[src/rtl/tinst_pkg.sv]
// Shared tile-instruction types for the tile dispatch path.
// Type codes, field widths and the queued instruction entry.
package tinst_pkg;

   localparam int TINST_TYPE_WIDTH     = 2;
   localparam int ADDR_WIDTH           = 64;
   localparam int TMMA_PRECISION_WIDTH = 3;

   typedef enum logic [TINST_TYPE_WIDTH-1:0] {
      TMMA     = 2'd0,
      PRELOADA = 2'd1,
      PRELOADC = 2'd2,
      STOREC   = 2'd3
   } tinst_type_e;

   typedef struct packed {
      tinst_type_e                     typ;
      logic [ADDR_WIDTH-1:0]           addr0;
      logic [ADDR_WIDTH-1:0]           addr1;
      logic [TMMA_PRECISION_WIDTH-1:0] precision;
      logic                            acc;
   } tinst_t;

   // C-buffer instructions act as a full fence around the array
   function automatic logic is_fence(tinst_type_e t);
      return (t == PRELOADC) || (t == STOREC);
   endfunction

endpackage

[src/rtl/tinst_fifo.sv]
// In-order instruction FIFO with combinational head read.
// Pointers wrap naturally because DEPTH is a power of two.
module tinst_fifo
   import tinst_pkg::*;
#(
   parameter int DEPTH = 4
) (
   input  logic                   clk,
   input  logic                   rst_n,
   input  logic                   push,
   input  logic                   pop,
   input  tinst_t                 din,
   output tinst_t                 head,
   output logic                   full,
   output logic                   empty,
   output logic [$clog2(DEPTH):0] count
);

   localparam int AW = $clog2(DEPTH);

   tinst_t         mem [DEPTH];
   logic [AW-1:0]  wptr;
   logic [AW-1:0]  rptr;

   assign head  = mem[rptr];
   assign full  = (count == (AW+1)'(DEPTH));
   assign empty = (count == '0);

   // storage, pointers and occupancy count
   always_ff @(posedge clk or negedge rst_n) begin
      if (!rst_n) begin
         wptr  <= '0;
         rptr  <= '0;
         count <= '0;
         for (int i = 0; i < DEPTH; i++) mem[i] <= '0;
      end else begin
         if (push && !full) begin
            mem[wptr] <= din;
            wptr      <= wptr + 1'b1;
         end
         if (pop && !empty) rptr <= rptr + 1'b1;
         unique case ({push && !full, pop && !empty})
            2'b10:   count <= count + 1'b1;
            2'b01:   count <= count - 1'b1;
            default: count <= count;
         endcase
      end
   end

endmodule

[src/rtl/tinst_dispatch.sv]
// Tile-instruction scheduler: queues decoded instructions and issues
// them in order once A-buffer and fence hazards allow.
module tinst_dispatch
   import tinst_pkg::*;
#(
   parameter int DEPTH    = 4,
   parameter int MAX_OUTS = 2,
   parameter int A_SLOTS  = 2
) (
   input  logic                            clk,
   input  logic                            rst_n,
   input  logic                            dec_valid_i,
   output logic                            dec_ready_o,
   input  logic [TINST_TYPE_WIDTH-1:0]     dec_type_i,
   input  logic [ADDR_WIDTH-1:0]           dec_addr0_i,
   input  logic [ADDR_WIDTH-1:0]           dec_addr1_i,
   input  logic [TMMA_PRECISION_WIDTH-1:0] dec_precision_i,
   input  logic                            dec_acc_i,
   output logic                            iss_valid_o,
   input  logic                            iss_ready_i,
   output logic [TINST_TYPE_WIDTH-1:0]     iss_type_o,
   output logic [ADDR_WIDTH-1:0]           iss_addr0_o,
   output logic [ADDR_WIDTH-1:0]           iss_addr1_o,
   output logic [TMMA_PRECISION_WIDTH-1:0] iss_precision_o,
   output logic                            iss_acc_o,
   input  logic                            done_valid_i,
   input  logic [TINST_TYPE_WIDTH-1:0]     done_type_i,
   output logic                            busy_o,
   output logic                            stall_o,
   output logic                            err_o
);

   localparam int OW = $clog2(MAX_OUTS+1);
   localparam int CW = $clog2(DEPTH)+1;

   typedef enum logic [1:0] {
      IDLE  = 2'd0,
      CHECK = 2'd1,
      SEND  = 2'd2
   } state_e;

   state_e          state;
   state_e          state_nx;
   tinst_t          din;
   tinst_t          head;
   logic            full;
   logic            empty;
   logic [CW-1:0]   count;
   logic            push;
   logic            pop;
   logic            hz_ok;
   logic [OW-1:0]   outs_cnt;
   logic [OW-1:0]   outs_nx;
   logic [1:0]      a_loaded;
   logic [1:0]      a_pend;
   logic [1:0]      ald_nx;
   logic [1:0]      pend_nx;
   logic            fence_r;
   logic            err_r;
   logic            done_pa;
   logic            done_tm;
   logic            done_fn;
   logic            pa_ok;
   logic            tm_ok;
   logic            iss_pa;
   logic            iss_fn;
   logic            err_set;

   assign din = '{typ:       tinst_type_e'(dec_type_i),
                  addr0:     dec_addr0_i,
                  addr1:     dec_addr1_i,
                  precision: dec_precision_i,
                  acc:       dec_acc_i};

   assign push = dec_valid_i && dec_ready_o;
   assign pop  = iss_valid_o && iss_ready_i;

   tinst_fifo #(.DEPTH(DEPTH)) u_fifo (
      .clk   (clk),
      .rst_n (rst_n),
      .push  (push),
      .pop   (pop),
      .din   (din),
      .head  (head),
      .full  (full),
      .empty (empty),
      .count (count)
   );

   assign dec_ready_o     = !full;
   assign iss_valid_o     = (state == SEND);
   assign iss_type_o      = head.typ;
   assign iss_addr0_o     = head.addr0;
   assign iss_addr1_o     = head.addr1;
   assign iss_precision_o = head.precision;
   assign iss_acc_o       = head.acc;
   assign stall_o         = (state == CHECK) && !hz_ok;
   assign busy_o          = !empty || (outs_cnt != '0);
   assign err_o           = err_r;

   // hazard check for the head entry
   always_comb begin
      hz_ok = (outs_cnt < OW'(MAX_OUTS)) && !fence_r;
      unique case (head.typ)
         PRELOADA: if (({1'b0, a_loaded} + {1'b0, a_pend}) >= 3'(A_SLOTS)) hz_ok = 1'b0;
         TMMA:     if (a_loaded == '0) hz_ok = 1'b0;
         PRELOADC,
         STOREC:   if (outs_cnt != '0) hz_ok = 1'b0;
      endcase
   end

   // issue state register
   always_ff @(posedge clk or negedge rst_n) begin
      if (!rst_n) state <= IDLE;
      else        state <= state_nx;
   end

   // issue next-state: wait for an entry, clear hazards, hold until taken
   always_comb begin
      state_nx = state;
      unique case (state)
         IDLE:    if (count != '0) state_nx = CHECK;
         CHECK:   if (hz_ok) state_nx = SEND;
         SEND:    if (iss_ready_i)
                     state_nx = ((count > CW'(1)) || push) ? CHECK : IDLE;
         default: state_nx = IDLE;
      endcase
   end

   // completion decode and saturating counter updates
   always_comb begin
      done_pa = done_valid_i && (done_type_i == PRELOADA);
      done_tm = done_valid_i && (done_type_i == TMMA);
      done_fn = done_valid_i && is_fence(tinst_type_e'(done_type_i));
      iss_pa  = pop && (head.typ == PRELOADA);
      iss_fn  = pop && is_fence(head.typ);
      pa_ok   = done_pa && (a_pend != '0);
      tm_ok   = done_tm && (a_loaded != '0);
      outs_nx = outs_cnt;
      if (pop && !done_valid_i)
         outs_nx = outs_cnt + OW'(1);
      else if (!pop && done_valid_i && (outs_cnt != '0))
         outs_nx = outs_cnt - OW'(1);
      pend_nx = a_pend + 2'(iss_pa) - 2'(pa_ok);
      ald_nx  = a_loaded + 2'(pa_ok) - 2'(tm_ok);
      err_set = (done_valid_i && (outs_cnt == '0) && !pop)
              || (done_tm && (a_loaded == '0))
              || (done_pa && (a_pend == '0));
   end

   // hazard tracking state and sticky error
   always_ff @(posedge clk or negedge rst_n) begin
      if (!rst_n) begin
         outs_cnt <= '0;
         a_pend   <= '0;
         a_loaded <= '0;
         fence_r  <= 1'b0;
         err_r    <= 1'b0;
      end else begin
         outs_cnt <= outs_nx;
         a_pend   <= pend_nx;
         a_loaded <= ald_nx;
         if (iss_fn)       fence_r <= 1'b1;
         else if (done_fn) fence_r <= 1'b0;
         if (err_set) err_r <= 1'b1;
      end
   end

endmodule

[config.mk]
export PLATFORM = sky130hd
export DESIGN_NAME = tinst_dispatch
export DESIGN_NICKNAME = d
export VERILOG_FILES = /design/src/rtl/tinst_pkg.sv /design/src/rtl/tinst_fifo.sv /design/src/rtl/tinst_dispatch.sv
export SDC_FILE = /design/constraint.sdc
export NUM_CORES = 1
export LEC_CHECK = 0
export ABC_AREA = 1
export CAP_MARGIN = 10
export CORE_ASPECT_RATIO = 2
export CORE_UTILIZATION = 40
export CTS_BUF_LIST = sky130_fd_sc_hd__clkbuf_8
export DETAILED_ROUTE_END_ITERATION = 6
export GPL_TIMING_DRIVEN = 0
export PLACE_DENSITY = 0.58
export SYNTH_ARGS = -nofsm -noshare
export SYNTH_HDL_FRONTEND = slang
export SYNTH_SLANG_ARGS = --single-unit
[constraint.sdc]
create_clock -name clk -period 4.85 [get_ports clk]
set_input_delay 0.97 -clock clk [delete_from_list [all_inputs] [get_ports clk]]
set_output_delay 0.97 -clock clk [all_outputs]
set_load 0.05 [all_outputs]
==> summary.txt, run 1 <==
Yosys
  – Yosys Warn Count: 0
  – Register area share after synthesis: ~57%
  – Top-area cell type share of the netlist area: 56.6%
  – Post-Syn Instances: between 2000 and 3000
  – Area leader, netlist: dfrtp_1
  – Post-synth net total: ~2900
  – Netlist cell types: 29
  – Dominant cells by area after synthesis: dfrtp_1 57%, o21ai_0 14%, nand2_1 8.8%
  – Average cell area after synthesis: 8.86 um2
  – FF+latch count, synth: around 550
  – Synthesized area: about 24000 um2

Die
  – Die height: ~350 um
  – Starting Density: 40.6%
  – # rows: around 130
  – I/O Pins: 280
  – Die area: around 62000 um2
  – DIE WIDTH: ~180 um
  – Core region area: 60200 um2

Status
  – Run status: finished, final reports clean

Cells and area
  – Final #Nets: 3278
  – Multi-input gate area: between 8000 and 9000 um2
  – Sequential cell area: 13800 um2
  – Non-filler cells, final: ~4000
  – Layout cells sized above 1: just under 9%
  – Final Util: 49.8%
  – FILL cells: 5823
  – P&R area growth vs syn: 22.7%

Setup path
  – FF-to-FF End: u_fifo.count[2]$_DFFE_PN0P_
  – Critical Path End: iss_addr0_o[24]
  – Worst endpoint required time: 3880 ps
  – FF-to-FF setup slack: roughly 2700 ps
  – Critical Path Sink Type: primary output
  – Reg2reg start: u_fifo.count[0]$_DFFE_PN0P_
  – Startpoint Class: flop
  – R2R cell count: 10
  – Critical path type: reg -> out
  – Crit path launch: u_fifo.rptr[1]$_DFFE_PN0P_
  – Arrival @ worst endpoint: 3590 ps
  – Crit-path max FO: 10

STA
  – Min Tclk post-route: approximately 4600 ps
  – Worst slew margin: 39.7%
  – RSZ-0062 raised after global routing: no
  – Final worst path period share: a little over nine tenths
  – Clk_skew: 34.3 ps
  – Hold slack: 385 ps
  – Final max-slew violation count: 0
  – Endpoints failing hold: 0
  – F_max: 219 MHz
  – Slew @ Worst Pin: 904 ps
  – Setup TNS: 0 ps
  – Final setup vio count: 0

Clock network
  – CTS tree: done
  – CTS H-tree depth: 3
  – Num Clock Sinks: 553
  – PostCTS Resize Cnt: 0
  – Post-CTS Hold Buffers: 0
  – CTS Buf Count: 82
  – Clk slew on worst S/H paths: 60 ps
  – Clk root buf: clkbuf_8
  – Setup bufs post-CTS: 0
  – Clk Latency, worst-skew pair: about 700 ps
  – CTS Buffer Depth: 3

Place
  – Placed wire-length estimate: between 50000 and 60000 um
  – IO Port Bufs: 279
  – RD Place Congestion: approximately 0.86
  – Placed Cells: 3813

Hold path
  – HP Class: in -> async

GRT
  – All-Layer GR Usage: 27.1%
  – GR Overflow Total: 0
  – First-pass GRT wire length: between 100000 and 150000 um
  – Vias in the first global route: 22200
  – Initial antenna violation count: 6
  – Largest net degree at the start of global routing: 122

Pwr
  – Sw Share: 48.8%
  – Worst IR drop on VDD: 0.468 mV
  – Combinational Power Share: 54.7%
  – Leak Pwr: between 10 and 15 nW
  – Clock power share: roughly 15%
  – Switching power: 12.7 mW
  – Power Density: between 800 and 900 nW/um2
  – Sequential share of power: between 30% and 40%
  – Int Pwr: 13.3 mW

Route
  – Drt initial violations: 1882
  – Post-route ant nets: 0
  – Final WL: ~84000 um
  – Routed len/inst: approximately 21 um
  – Pre-Repair DR Iteration Count: 6
  – Vias: 21700
  – # DRC: 0
  – Via density: 5.49

Run
  – Max-Cap Viols: 0
[power groups by stage]
| stage | logic (mW) | registers [mW] | clock network [mW] |
|---|---|---|---|
| 6_report | 14.2 | 7.86 | 3.91 |
| 3_3_place_gp | 14.0 | 7.84 | 0 |
| 5_1_grt | 15.3 | 8.08 | 4.15 |
| 2_1_floorplan | 9.38 | 7.58 | 0 |
| 3_5_place_dp | 14.2 | 7.89 | 0 |
| 4_1_cts | 14.3 | 7.82 | 3.99 |
[registers in the layout (all words and copies together) (netlist names)]
register / flops
outs_cnt: 2
u_fifo.mem: 536
u_fifo.wptr: 2
fence_r: 1
u_fifo.count: 3
a_pend: 2
u_fifo.rptr: 2
a_loaded: 2
err_o: 1
state: 2
[cells by family after synthesis]
family          share of synthesized area [%]
compound gates                           20.0
xor+xnor                                0.394
fa+ha+maj                               0.748
buf+inv                                  8.48
flops                                    56.6
simple gates                             13.7
[worst min-delay path by stage]
| stage | startpoint | to | slack, ps | depth (start not counted) |
|---|---|---|---|---|
| detailed placement | u_fifo.mem[288]$_DFFE_PN0P_ | u_fifo.mem[288]$_DFFE_PN0P_ | 470 | 2 |
| global route | rst_n | u_fifo.mem[83]$_DFFE_PN0P_ | 450 | 1 |
| finish | rst_n | u_fifo.mem[83]$_DFFE_PN0P_ | 380 | 1 |
| global placement | err_o$_DFFE_PN0P_ | err_o$_DFFE_PN0P_ | 450 | 2 |
| CTS | rst_n | u_fifo.mem[207]$_DFFE_PN0P_ | 400 | 1 |
| floorplan | u_fifo.mem[134]$_DFFE_PN0P_ | u_fifo.mem[134]$_DFFE_PN0P_ | 450 | 2 |
[synthesized netlist by cell type]
master / number
buf_2: 49
inv_4: 1
a31oi_1: 1
o22ai_1: 133
xnor2_1: 6
nor4_1: 1
nand2_1: 572
nand2_8: 1
nand2_4: 4
buf_4: 24
nand3b_1: 2
dfrtp_1: 553
nand3_1: 11
nor3_1: 2
xor2_1: 5
o21ai_0: 669
inv_8: 1
clkbuf_1: 58
a21oi_1: 2
nor2_1: 276
o21ai_1: 138
inv_2: 1
fa_1: 1
nand2_2: 1
buf_6: 73
o211ai_1: 1
ha_1: 13
nor2_2: 1
inv_1: 156
[layout make-up]
type | instances | share of cell area, %
sequential | 553 | 46.2
multi-input combinational | 1840 | 28.4
timing repair buffer | 283 | 9.70
clock buffer | 107 | 4.91
buffer | 204 | 4.89
tap | 774 | 3.23
inverter | 159 | 2.02
clock inverter | 32 | 0.635
antenna | 1 | 0.00835
[stage by stage]
step	power, mW	instance area, um2	setup WS [ps]
floorplan	17.0	24400	1940
global placement	21.9	28200	-21180
detailed placement	22.1	28300	996
CTS	26.1	30000	264
global route	27.5	30000	164
finish	26.0	30000	292
[worst max-delay path, stage by stage, from the launching register on]
cell	delay (ps)
dfrtp_1	320
buf_4	220
buf_2	410
clkbuf_1	570
o21ai_0	190
o22ai_1	340
clkdlybuf4s50_1	870
[layout by cell type, fill, tap and decap left out, types with 49 or more instances in the layout]
master	synthesis	layout
buf_2	49	49
buf_6	73	73
clkbuf_1	58	58
clkbuf_8	0	107
clkdlybuf4s50_1	0	278
dfrtp_1	553	553
inv_1	156	176
nand2_1	572	572
nor2_1	276	276
o21ai_0	669	669
o21ai_1	138	138
o22ai_1	133	133
[routing by layer]
| metal | wire length [um] | track usage (%) | vias up |
|---|---|---|---|
| met2 | 40800 | 45.3 | 948 |
| met5 | 56 | 0 | - |
| met3 | 5740 | 5.07 | 198 |
| met1 | 33600 | 33.3 | 10700 |
| li1 | - | - | 9868 |
| met4 | 3790 | 13.6 | 10 |
Power figures use the tool's default switching activity.
==> inputs of run 2 (changes only) <==
CELL_PAD_IN_SITES_DETAIL_PLACEMENT = 1   (was default)
CELL_PAD_IN_SITES_GLOBAL_PLACEMENT = 1   (was default)
PLACE_DENSITY = 0.73   (was 0.58)
==> run 2 against run 1 <==
  * Combinational power barely moved
  * Wire length rose by 7.1%
  * Clock power fell by 1%
  * Hold slack got worse by 200 ps
  * Worst setup slack got worse by 15 ps
  * Utilization barely moved
  * Global-route usage rose by 2.3 points
  * Final cell count rose by 0.13%
  * Maximum frequency fell by 0.32%
  * Critical path depth rose by 1
  * Power rose by 0.80%
  * Critical endpoint is now iss_addr1_o[35]
  * Largest cell class unchanged
==> summary.txt, run 2 (same netlist as run 1, synthesis figures left out) <==
Status
  – Run status: finished, final reports clean (unchanged)

Die
  – I/O Pins: 280 (unchanged)
  – # rows: 127 (unchanged)
  – Starting Density: 40.6% (unchanged)
  – Die area: 62100 um2 (unchanged)
  – Core region area: 60200 um2 (unchanged)
  – DIE WIDTH: 177 um (unchanged)
  – Die height: 352 um (unchanged)

Cells and area
  – Largest regs: u_fifo.mem: 536 flops, u_fifo.count: 3 flops (unchanged)
  – FILL cells: 7143 (was 5823)
  – Most flops, register: u_fifo.mem (unchanged)
  – Final #Nets: 3279 (was 3278)
  – Most common cell after layout, fill and taps aside: o21ai_0 (unchanged)
  – Finished Cell Area: 30000 um2 (about the same)
  – Most frequent cells in the layout: 669 x o21ai_0, 572 x nand2_1, 553 x dfrtp_1, 278 x clkdlybuf4s50_1, 276 x nor2_1 (unchanged)
  – Multi-input gate area: 8520 um2 (unchanged)
  – P&R area growth vs syn: 22.7% (about the same)
  – Sequential cell area: 13800 um2 (unchanged)
  – Largest register FFs: 536 (unchanged)
  – Layout cells sized above 1: 8.71% (was 8.81%)

Clock network
  – Num Clock Sinks: 553 (unchanged)
  – Clk root buf: clkbuf_8 (unchanged)
  – Clk Latency, worst-skew pair: 670 ps (was 680 ps)
  – PostCTS Resize Cnt: 0 (unchanged)
  – CTS H-tree depth: 3 (unchanged)
  – CTS Buffer Depth: 3 (unchanged)
  – CTS tree: done (unchanged)
  – Setup bufs post-CTS: 0 (unchanged)
  – CTS Buf Count: 82 (unchanged)
  – Clk slew on worst S/H paths: 70 ps (was 60 ps)
  – Post-CTS Hold Buffers: 0 (unchanged)

Route
  – Final WL: 89900 um (was 83900 um)
  – Drt initial violations: 1466 (was 1882)
  – Via density: 5.53 (was 5.49)
  – # DRC: 0 (unchanged)
  – Vias: 21900 (was 21700)
  – Post-route ant nets: 0 (unchanged)
  – Pre-Repair DR Iteration Count: 5 (was 6)
  – Routed len/inst: 22.7 um (was 21.2 um)

GRT
  – Vias in the first global route: 23900 (was 22200)
  – First-pass GRT wire length: 139000 um (was 128000 um)
  – Initial antenna violation count: 5 (was 6)
  – GR Overflow Total: 0 (unchanged)
  – Largest net degree at the start of global routing: 125 (was 122)
  – All-Layer GR Usage: 29.4% (was 27.1%)

Setup path
  – Crit-path max FO: 10 (unchanged)
  – Arrival @ worst endpoint: 3600 ps (was 3590 ps)
  – Critical Path Sink Type: primary output (unchanged)
  – Worst endpoint required time: 3880 ps (about the same)
  – Startpoint Class: flop (unchanged)
  – Critical path type: reg -> out (unchanged)

Run
  – Max-Cap Viols: 0 (unchanged)

STA
  – Min Tclk post-route: 4570 ps (was 4560 ps)
  – Slew @ Worst Pin: 848 ps (was 904 ps)
  – Worst slew margin: 43.5% (was 39.7%)
  – RSZ-0062 raised after global routing: no (unchanged)
  – Final max-slew violation count: 0 (unchanged)
  – Hold slack: 184 ps (was 385 ps)
  – Clk_skew: 20.3 ps (was 34.3 ps)
  – Final setup vio count: 0 (unchanged)
  – Setup TNS: 0 ps (unchanged)
  – Endpoints failing hold: 0 (unchanged)
  – F_max: 219 MHz (about the same)
  – Final worst path period share: 94.3% (was 94.0%)

Pwr
  – Leak Pwr: 14.0 nW (about the same)
  – Worst IR drop on VDD: 0.447 mV (was 0.468 mV)
  – Power Density: 874 nW/um2 (was 868 nW/um2)
  – Final total power: 26.2 mW (was 26.0 mW)

Place
  – RD Place Congestion: 0.858 (was 0.861)
  – IO Port Bufs: 279 (unchanged)
  – Post-placement cell area: 28300 um2 (about the same)
  – Placed wire-length estimate: 62600 um (was 57600 um)

Hold path
  – HP Class: in -> async (unchanged)
## run 2: changes by cell type in the layout (fill, tap and decap cells not counted)
| cell | before | now |
|---|---|---|
| inv_1 | 176 | 183 |
| bufinv_16 | 2 | 0 |
| buf_16 | 4 | 5 |
| clkinv_2 | 8 | 4 |
| clkinvlp_4 | 2 | 1 |
| clkbuf_8 | 107 | 110 |
| diode_2 | 1 | 2 |
## run 2: power breakdown
group	internal, mW	switching, mW	total [mW]
clock network	2.01	1.86	3.87
registers	6.74	1.17	7.91
logic	4.52	9.92	14.4
total	13.3	13.0	26.2
## run 2: metrics by stage
step           cells  util [%]  setup WS, ps
2_1_floorplan   2756         -          1940
5_1_grt         3957      49.8           145
3_3_place_gp    3809      46.8        -21350
3_5_place_dp    3814      47.0           955
4_1_cts         3956      49.8           225
6_report        3958      49.8           277
## run 2: cell type report
| cell class | count | share of cell area, % |
|---|---|---|
| multi-input cells | 1840 | 28.4 |
| clock inverters | 32 | 0.430 |
| inverters | 159 | 2.02 |
| flip-flops and latches | 553 | 46.2 |
| repair buffers | 284 | 9.79 |
| clock buffers | 110 | 5.05 |
| diodes | 2 | 0.0167 |
| plain buffers | 204 | 4.89 |
| well taps | 774 | 3.23 |
## run 2: critical path, cell delays in order (launching register included)
cell and delay [ps]:
dfrtp_1 370, buf_4 200, inv_2 280, buf_2 420, buf_2 300, o21ai_0 120, o22ai_1 340, clkdlybuf4s50_1 890
## run 2: path summary, 6_finish.rpt
kind                                        startpoint                     endpoint  slack (ps)  cells past startpoint
max                         u_fifo.rptr[1]$_DFFE_PN0P_              iss_addr1_o[35]         280                      7
min                                              rst_n  u_fifo.mem[111]$_DFFE_PN0P_         180                      1
max reg2reg                 u_fifo.rptr[1]$_DFFE_PN0P_          a_pend[1]$_DFF_PN0_        2630                      9
min reg2reg                u_fifo.mem[344]$_DFFE_PN0P_  u_fifo.mem[344]$_DFFE_PN0P_         480                      2
max in group asynchronous                        rst_n   u_fifo.mem[54]$_DFFE_PN0P_        2800                      4
min in group clk           u_fifo.mem[344]$_DFFE_PN0P_  u_fifo.mem[344]$_DFFE_PN0P_         480                      2
## run 2: layer usage
| layer | track usage [%] | vias up | wire length (um) |
|---|---|---|---|
| met5 | 0 | - | 60 |
| met4 | 14.4 | 8 | 3960 |
| met3 | 4.91 | 196 | 4820 |
| met2 | 51.0 | 676 | 45200 |
| met1 | 35.1 | 11100 | 35800 |
| li1 | - | 9869 | - |
